**config.mk**
```make
export PLATFORM = sky130hd
export DESIGN_NAME = uart_rx_fifo
export DESIGN_NICKNAME = d
export VERILOG_FILES = /design/src/rtl/uart_rx_fifo.sv
export SDC_FILE = /design/constraint.sdc
export NUM_CORES = 1
export LEC_CHECK = 0
export ABC_AREA = 0
export BUFFER_PORTS_ARGS = -buffer_cell sky130_fd_sc_hd__buf_2
export CELL_PAD_IN_SITES_DETAIL_PLACEMENT = 1
export CELL_PAD_IN_SITES_GLOBAL_PLACEMENT = 2
export CORE_MARGIN = 3
export CORE_UTILIZATION = 48
export CTS_CLUSTER_DIAMETER = 50
export DETAILED_ROUTE_END_ITERATION = 6
export PLACE_DENSITY = 0.83
export SETUP_SLACK_MARGIN = 0.4
export SLEW_MARGIN = 0
export SYNTH_ARGS = -nofsm -noshare
export SYNTH_HDL_FRONTEND = slang
export SYNTH_SLANG_ARGS = --single-unit
```
**constraint.sdc**
```tcl
create_clock -name clk_i -period 4.1 [get_ports clk_i]
set_clock_uncertainty 0.05 [all_clocks]
set_input_delay 0 -clock clk_i [delete_from_list [all_inputs] [get_ports clk_i]]
set_output_delay 0 -clock clk_i [all_outputs]
set_load 0.03 [all_outputs]
```
**src/rtl/uart_rx_fifo.sv**
```systemverilog
// UART receiver with start-bit validation, optional parity and a
// first-word-fall-through status FIFO.
module uart_rx_fifo #(
    parameter int DATA_W    = 8,
    parameter int DEPTH     = 32,
    parameter int PARITY_EN = 0
) (
    input  logic                     clk_i,
    input  logic                     rst_ni,
    input  logic [15:0]              baud_div_i,
    input  logic                     parity_odd_i,
    input  logic                     en_i,
    input  logic                     re_i,
    input  logic                     clr_i,
    input  logic                     rx_i,
    output logic [DATA_W-1:0]        data_o,
    output logic                     frame_err_o,
    output logic                     parity_err_o,
    output logic                     break_o,
    output logic                     empty_o,
    output logic                     full_o,
    output logic [$clog2(DEPTH):0]   level_o,
    output logic                     overrun_o,
    output logic                     busy_o
);

    localparam int AW = $clog2(DEPTH);
    localparam int BW = $clog2(DATA_W);
    localparam int EW = DATA_W + 3;
    localparam logic [BW-1:0] LAST_BIT = BW'(DATA_W - 1);
    localparam logic [AW:0]   FULL_LVL = (AW+1)'(DEPTH);

    typedef enum logic [2:0] {
        S_IDLE, S_START, S_DATA, S_PARITY, S_STOP, S_WAIT
    } state_t;

    logic              r_sync1, r_sync2, r_rx_d;
    logic              w_rx_s;
    state_t            r_state, w_state_nx;
    logic [15:0]       r_cnt;
    logic [BW-1:0]     r_bit;
    logic [DATA_W-1:0] r_shift;
    logic              r_par;
    logic              r_busy;

    logic w_fall, w_half, w_hit;
    logic w_cnt_clr, w_smp_data, w_smp_par, w_push;
    logic w_ferr, w_perr, w_brk;
    logic [EW-1:0] w_entry;

    assign w_rx_s = r_sync2;
    assign w_fall = r_rx_d & ~w_rx_s;
    assign w_half = (r_cnt == (baud_div_i >> 1));
    assign w_hit  = (r_cnt == baud_div_i);

    always_ff @(posedge clk_i or negedge rst_ni) begin
        if (!rst_ni) begin
            r_sync1 <= 1'b1;
            r_sync2 <= 1'b1;
            r_rx_d  <= 1'b1;
        end else begin
            r_sync1 <= rx_i;
            r_sync2 <= r_sync1;
            r_rx_d  <= r_sync2;
        end
    end

    always_comb begin
        w_state_nx = r_state;
        w_cnt_clr  = 1'b0;
        w_smp_data = 1'b0;
        w_smp_par  = 1'b0;
        w_push     = 1'b0;
        if (!en_i) begin
            w_state_nx = S_IDLE;
        end else begin
            unique case (r_state)
                S_IDLE: if (w_fall) begin
                    w_state_nx = S_START;
                    w_cnt_clr  = 1'b1;
                end
                S_START: if (w_half) begin
                    w_cnt_clr  = 1'b1;
                    w_state_nx = w_rx_s ? S_IDLE : S_DATA;
                end
                S_DATA: if (w_hit) begin
                    w_cnt_clr  = 1'b1;
                    w_smp_data = 1'b1;
                    if (r_bit == LAST_BIT)
                        w_state_nx = (PARITY_EN != 0) ? S_PARITY : S_STOP;
                end
                S_PARITY: if (w_hit) begin
                    w_cnt_clr  = 1'b1;
                    w_smp_par  = 1'b1;
                    w_state_nx = S_STOP;
                end
                S_STOP: if (w_hit) begin
                    w_cnt_clr  = 1'b1;
                    w_push     = 1'b1;
                    w_state_nx = w_rx_s ? S_IDLE : S_WAIT;
                end
                S_WAIT: if (w_rx_s) w_state_nx = S_IDLE;
                default: w_state_nx = S_IDLE;
            endcase
        end
    end

    always_ff @(posedge clk_i or negedge rst_ni) begin
        if (!rst_ni) begin
            r_state <= S_IDLE;
            r_cnt   <= '0;
            r_bit   <= '0;
            r_shift <= '0;
            r_par   <= 1'b0;
            r_busy  <= 1'b0;
        end else begin
            r_state <= w_state_nx;
            r_busy  <= (w_state_nx != S_IDLE);
            if (w_cnt_clr || r_state == S_IDLE)
                r_cnt <= '0;
            else
                r_cnt <= r_cnt + 16'd1;
            if (r_state == S_START)
                r_bit <= '0;
            else if (w_smp_data)
                r_bit <= r_bit + 1'b1;
            if (w_smp_data)
                r_shift <= {w_rx_s, r_shift[DATA_W-1:1]};
            if (w_smp_par)
                r_par <= w_rx_s;
        end
    end

    assign w_ferr  = ~w_rx_s;
    assign w_perr  = (PARITY_EN != 0) &&
                     ((^r_shift ^ r_par) != parity_odd_i);
    assign w_brk   = w_ferr && (r_shift == '0) &&
                     ((PARITY_EN == 0) || !r_par);
    assign w_entry = {w_brk, w_perr, w_ferr, r_shift};

    // FIFO: level-based full so every slot is usable
    logic [EW-1:0] r_mem [DEPTH];
    logic [AW-1:0] r_wptr, r_rptr;
    logic [AW:0]   r_level;
    logic          r_ovr;
    logic          w_empty, w_full, w_pop, w_wr, w_ovf;
    logic [EW-1:0] w_head;

    assign w_empty = (r_level == '0);
    assign w_full  = (r_level == FULL_LVL);
    assign w_pop   = re_i & ~w_empty;
    assign w_wr    = w_push & (~w_full | w_pop);
    assign w_ovf   = w_push & w_full & ~re_i;

    always_ff @(posedge clk_i) begin
        if (w_wr)
            r_mem[r_wptr] <= w_entry;
    end

    always_ff @(posedge clk_i or negedge rst_ni) begin
        if (!rst_ni) begin
            r_wptr  <= '0;
            r_rptr  <= '0;
            r_level <= '0;
            r_ovr   <= 1'b0;
        end else begin
            if (w_wr)
                r_wptr <= r_wptr + 1'b1;
            if (w_pop)
                r_rptr <= r_rptr + 1'b1;
            case ({w_wr, w_pop})
                2'b10:   r_level <= r_level + 1'b1;
                2'b01:   r_level <= r_level - 1'b1;
                default: r_level <= r_level;
            endcase
            r_ovr <= w_ovf | (r_ovr & ~clr_i);
        end
    end

    assign w_head       = r_mem[r_rptr];
    assign data_o       = w_empty ? '0 : w_head[DATA_W-1:0];
    assign frame_err_o  = ~w_empty & w_head[DATA_W];
    assign parity_err_o = ~w_empty & w_head[DATA_W+1];
    assign break_o      = ~w_empty & w_head[DATA_W+2];
    assign empty_o      = w_empty;
    assign full_o       = w_full;
    assign level_o      = r_level;
    assign overrun_o    = r_ovr;
    assign busy_o       = r_busy;

endmodule
```
==> flow_metrics.py <==
metrics = {
    "run_status": {
        "status": "finished, final reports clean",
    },
    "finish": {
        "multi_input_area_sq_um": 4110,
        "final_common_cell": "edfxtp_1",
        "seqCellArea_sq_um": 10900,
        "drive_gt1_share_pct": 29.5,
        "fin_nets": 921,
        "fillers": 2731,
        "num_antenna_cells": 0,
        "final_cell_area_sq_um": 17500,
        "syn_to_final_growth_pct": 15.2,
        "final_cell_mix": "edfxtp_1 (320), mux4_2 (100), nor2_1 (74)",
        "final_util_pct": 56.6,
    },
    "power": {
        "p_seq_share_pct": 44.7,
        "combPwrFrac_pct": 18.4,
        "power_mw": 9.84,
        "clkPwrFrac_pct": 36.9,
        "p_int_mw": 7.20,
        "leakage_nw": 6.64,
        "p_sw_share_pct": 26.8,
        "switchingPower_mw": 2.64,
        "powerDensity_nw_per_um2": 562,
        "peakVddDrop_v": 0.000333,
    },
    "synthesis": {
        "ys_ff_latch": 371,
        "synth_warnings": 0,
        "syn-cell-area_sq_um": 15200,
        "synth_edf_count": 320,
        "synthFlopType": "edfxtp_1",
        "async_flop_share_pct": 13.7,
        "ys_seq_area_share_pct": 71.7,
        "syn_avg_cell_area_sq_um": 19.2,
        "synth_nets": 828,
        "synth_cells": 792,
        "ys_types": 47,
    },
    "grt": {
        "overflow": 0,
        "antenna_found_initial": 0,
        "track_usage_pct": 20.9,
        "grt_max_degree": 52,
        "grt_pass1_wl_um": 52700,
        "grt_pass1_vias": 8328,
    },
    "clock_tree": {
        "clk_pin_slew_ns": 0.06,
        "cts_root_buffer": "clkbuf_16",
        "cts_tree": "done",
        "clock_sinks": 371,
        "htreeDepth": 2,
        "numCtsBuffers": 41,
        "clk_path_buf_depth": 3,
        "clock_latency_ns": 0.52,
    },
    "critical_path": {
        "crit_arrival_ns": 3.80,
        "worstPathMaxFanout": 13,
        "endpoint": "level_o[5]",
        "r2r_start": "level_o[1]",
        "rrSetupSlack_ns": 0.64,
        "required_ns": 4.44,
        "cp-startpoint": "level_o[1]",
        "startpoint_type": "register",
        "path_class": "register to register",
        "timing.rr.end": "level_o[5]",
        "crit_path_end_kind": "register",
        "reg2reg_depth": 12,
    },
    "routing": {
        "routed_wl_um": 34100,
        "post_drt_wl_per_cell_um": 25.9,
        "via_count": 7748,
        "drc": 0,
        "drt_iter0_markers": 749,
        "antenna_left": 0,
        "vias_per_cell": 5.90,
        "drt_pass1_iterations": 5,
    },
    "timing": {
        "max_freq_mhz": 289,
        "hold_viol": 0,
        "hold_slack_ns": 0.0701,
        "rsz0062_at_grt": "no",
        "maxSlewViolCount": 0,
        "maxSlewHeadroom_pct": 12.3,
        "setup_tns_ns": 0,
        "period_share_pct": 84.5,
        "worst_slew_pin_slew_ns": 1.31,
        "setup_violations": 0,
        "period_needed_ns": 3.46,
    },
    "die": {
        "rows": 64,
        "core_region_area_sq_um": 30900,
        "die_x_um": 184,
        "start_util_pct": 49.1,
        "io_pins": 44,
        "die-area_sq_um": 33800,
        "die_h_um": 184,
    },
    "placement": {
        "io_buffer_count": 41,
        "gp_congestion": 0.823,
        "placed_area_sq_um": 16100,
        "post-dp-hpwl_um": 21000,
    },
    "min_path": {
        "hold_class": "input port to register",
    },
    "flow_run": {
        "cap_violations": 0,
    },
}
[critical path: stages (launching register included)]
cell      delay, ns
dfrtp_1        0.44
or4_1          0.62
nor3_2         0.13
buf_4          0.24
nand2b_2       0.24
a21oi_1        0.16
ha_1           0.40
a211oi_1       0.28
o21bai_1       0.12
a21o_1         0.20
a211oi_1       0.22
a31oi_1        0.08
xnor2_1        0.16
[final cells by class]
class,count,share of cell area (%)
Inverter,9,0.193
Tap cell,396,2.83
Clock inverter,20,1.23
Timing Repair Buffer,92,3.59
Multi-Input combinational cell,370,23.5
Sequential cell,371,62.3
Clock buffer,56,6.43
[worst min path at each step]
stage | start | endpoint | slack [ns] | depth (start not counted)
after global placement | rx_i | r_sync1 | 0.06 | 1
after global routing | rx_i | r_sync1 | 0.06 | 2
after floorplan | rst_ni | busy_o | -0.35 | 0
final | rx_i | r_sync1 | 0.07 | 2
after detailed placement | rx_i | r_sync1 | 0.06 | 1
after CTS | rx_i | r_sync1 | 0.05 | 2
[synthesized netlist by cell type (3+ instances only)]
master	count	area [sq um]
a21o_1	3	22.5
a21oi_1	7	35.0
buf_2	11	55.1
clkbuf_1	28	105
dfrtp_1	48	1200
dfstp_2	3	78.8
edfxtp_1	320	9610
ha_1	12	150
inv_1	9	33.8
mux2_2	9	101
mux2_4	4	60.1
mux2i_1	12	120
mux4_2	100	2250
nand2_1	22	82.6
nand2b_1	3	18.8
nand3_1	7	35.0
nand3b_1	4	30.0
nand4_1	12	75.1
nor2_1	74	278
nor3_1	3	15.0
nor4_1	7	43.8
o21ai_0	3	15.0
xnor2_1	34	298
xor2_1	25	219
[what timing repair did]
action | CTS | global route
hold endpoints to repair | 62 | 0
resized for setup | 0 | 1
hold buffers | 6 | 0
setup endpoints to repair | 0 | 3
buffers inserted | 0 | 1
[per-layer routing]
| metal | vias up | global-route usage (%) | share of wire [%] |
|---|---|---|---|
| met3 | 48 | 3.38 | 6.4 |
| met5 | - | 0 | 0 |
| li1 | 3321 | - | - |
| met4 | 0 | 4.72 | 1.8 |
| met2 | 279 | 33.7 | 49 |
| met1 | 4100 | 30.5 | 43 |
[power by group through the flow]
| stage | clock network [mW] | registers (mW) | logic [mW] |
|---|---|---|---|
| final | 3.63 | 4.40 | 1.81 |
| after detailed placement | 0 | 4.52 | 1.73 |
| after CTS | 3.70 | 4.44 | 1.77 |
| after global routing | 3.86 | 4.42 | 1.93 |
| after global placement | 0 | 4.50 | 1.69 |
| after floorplan | 0 | 4.31 | 1.42 |
[per-stage QoR]
| stage | setup slack, ns | cells |
|---|---|---|
| after global routing | 0.467 | 1314 |
| after floorplan | 0.795 | 792 |
| after global placement | 0.710 | 1230 |
| final | 0.637 | 1314 |
| after CTS | 0.454 | 1312 |
| after detailed placement | 0.585 | 1230 |
[kinds of logic (layout without fill, tap and decap cells)]
group | after synthesis | in the layout | share of synthesized area, %
flip-flops | 371 | 371 | 71.7
AND/OR/NAND/NOR | 146 | 146 | 4.51
multiplexers | 125 | 125 | 16.7
XOR/XNOR | 59 | 59 | 3.40
buffers and inverters | 51 | 177 | 1.42
AO/OA/AOI/OAI | 26 | 26 | 1.16
adder cells (fa/ha/maj) | 13 | 13 | 1.12
other | 1 | 1 | 0.0247
[state kept, by name, indices dropped and copies added, names as in the netlist]
name	count
busy_o	1
level_o	6
overrun_o	1
r_bit	3
r_cnt	16
r_mem	320
r_rptr	5
r_rx_d	1
r_shift	8
r_state	3
r_sync1	1
r_sync2	1
r_wptr	5
No activity file was read; power rests on OpenSTA's default activity.
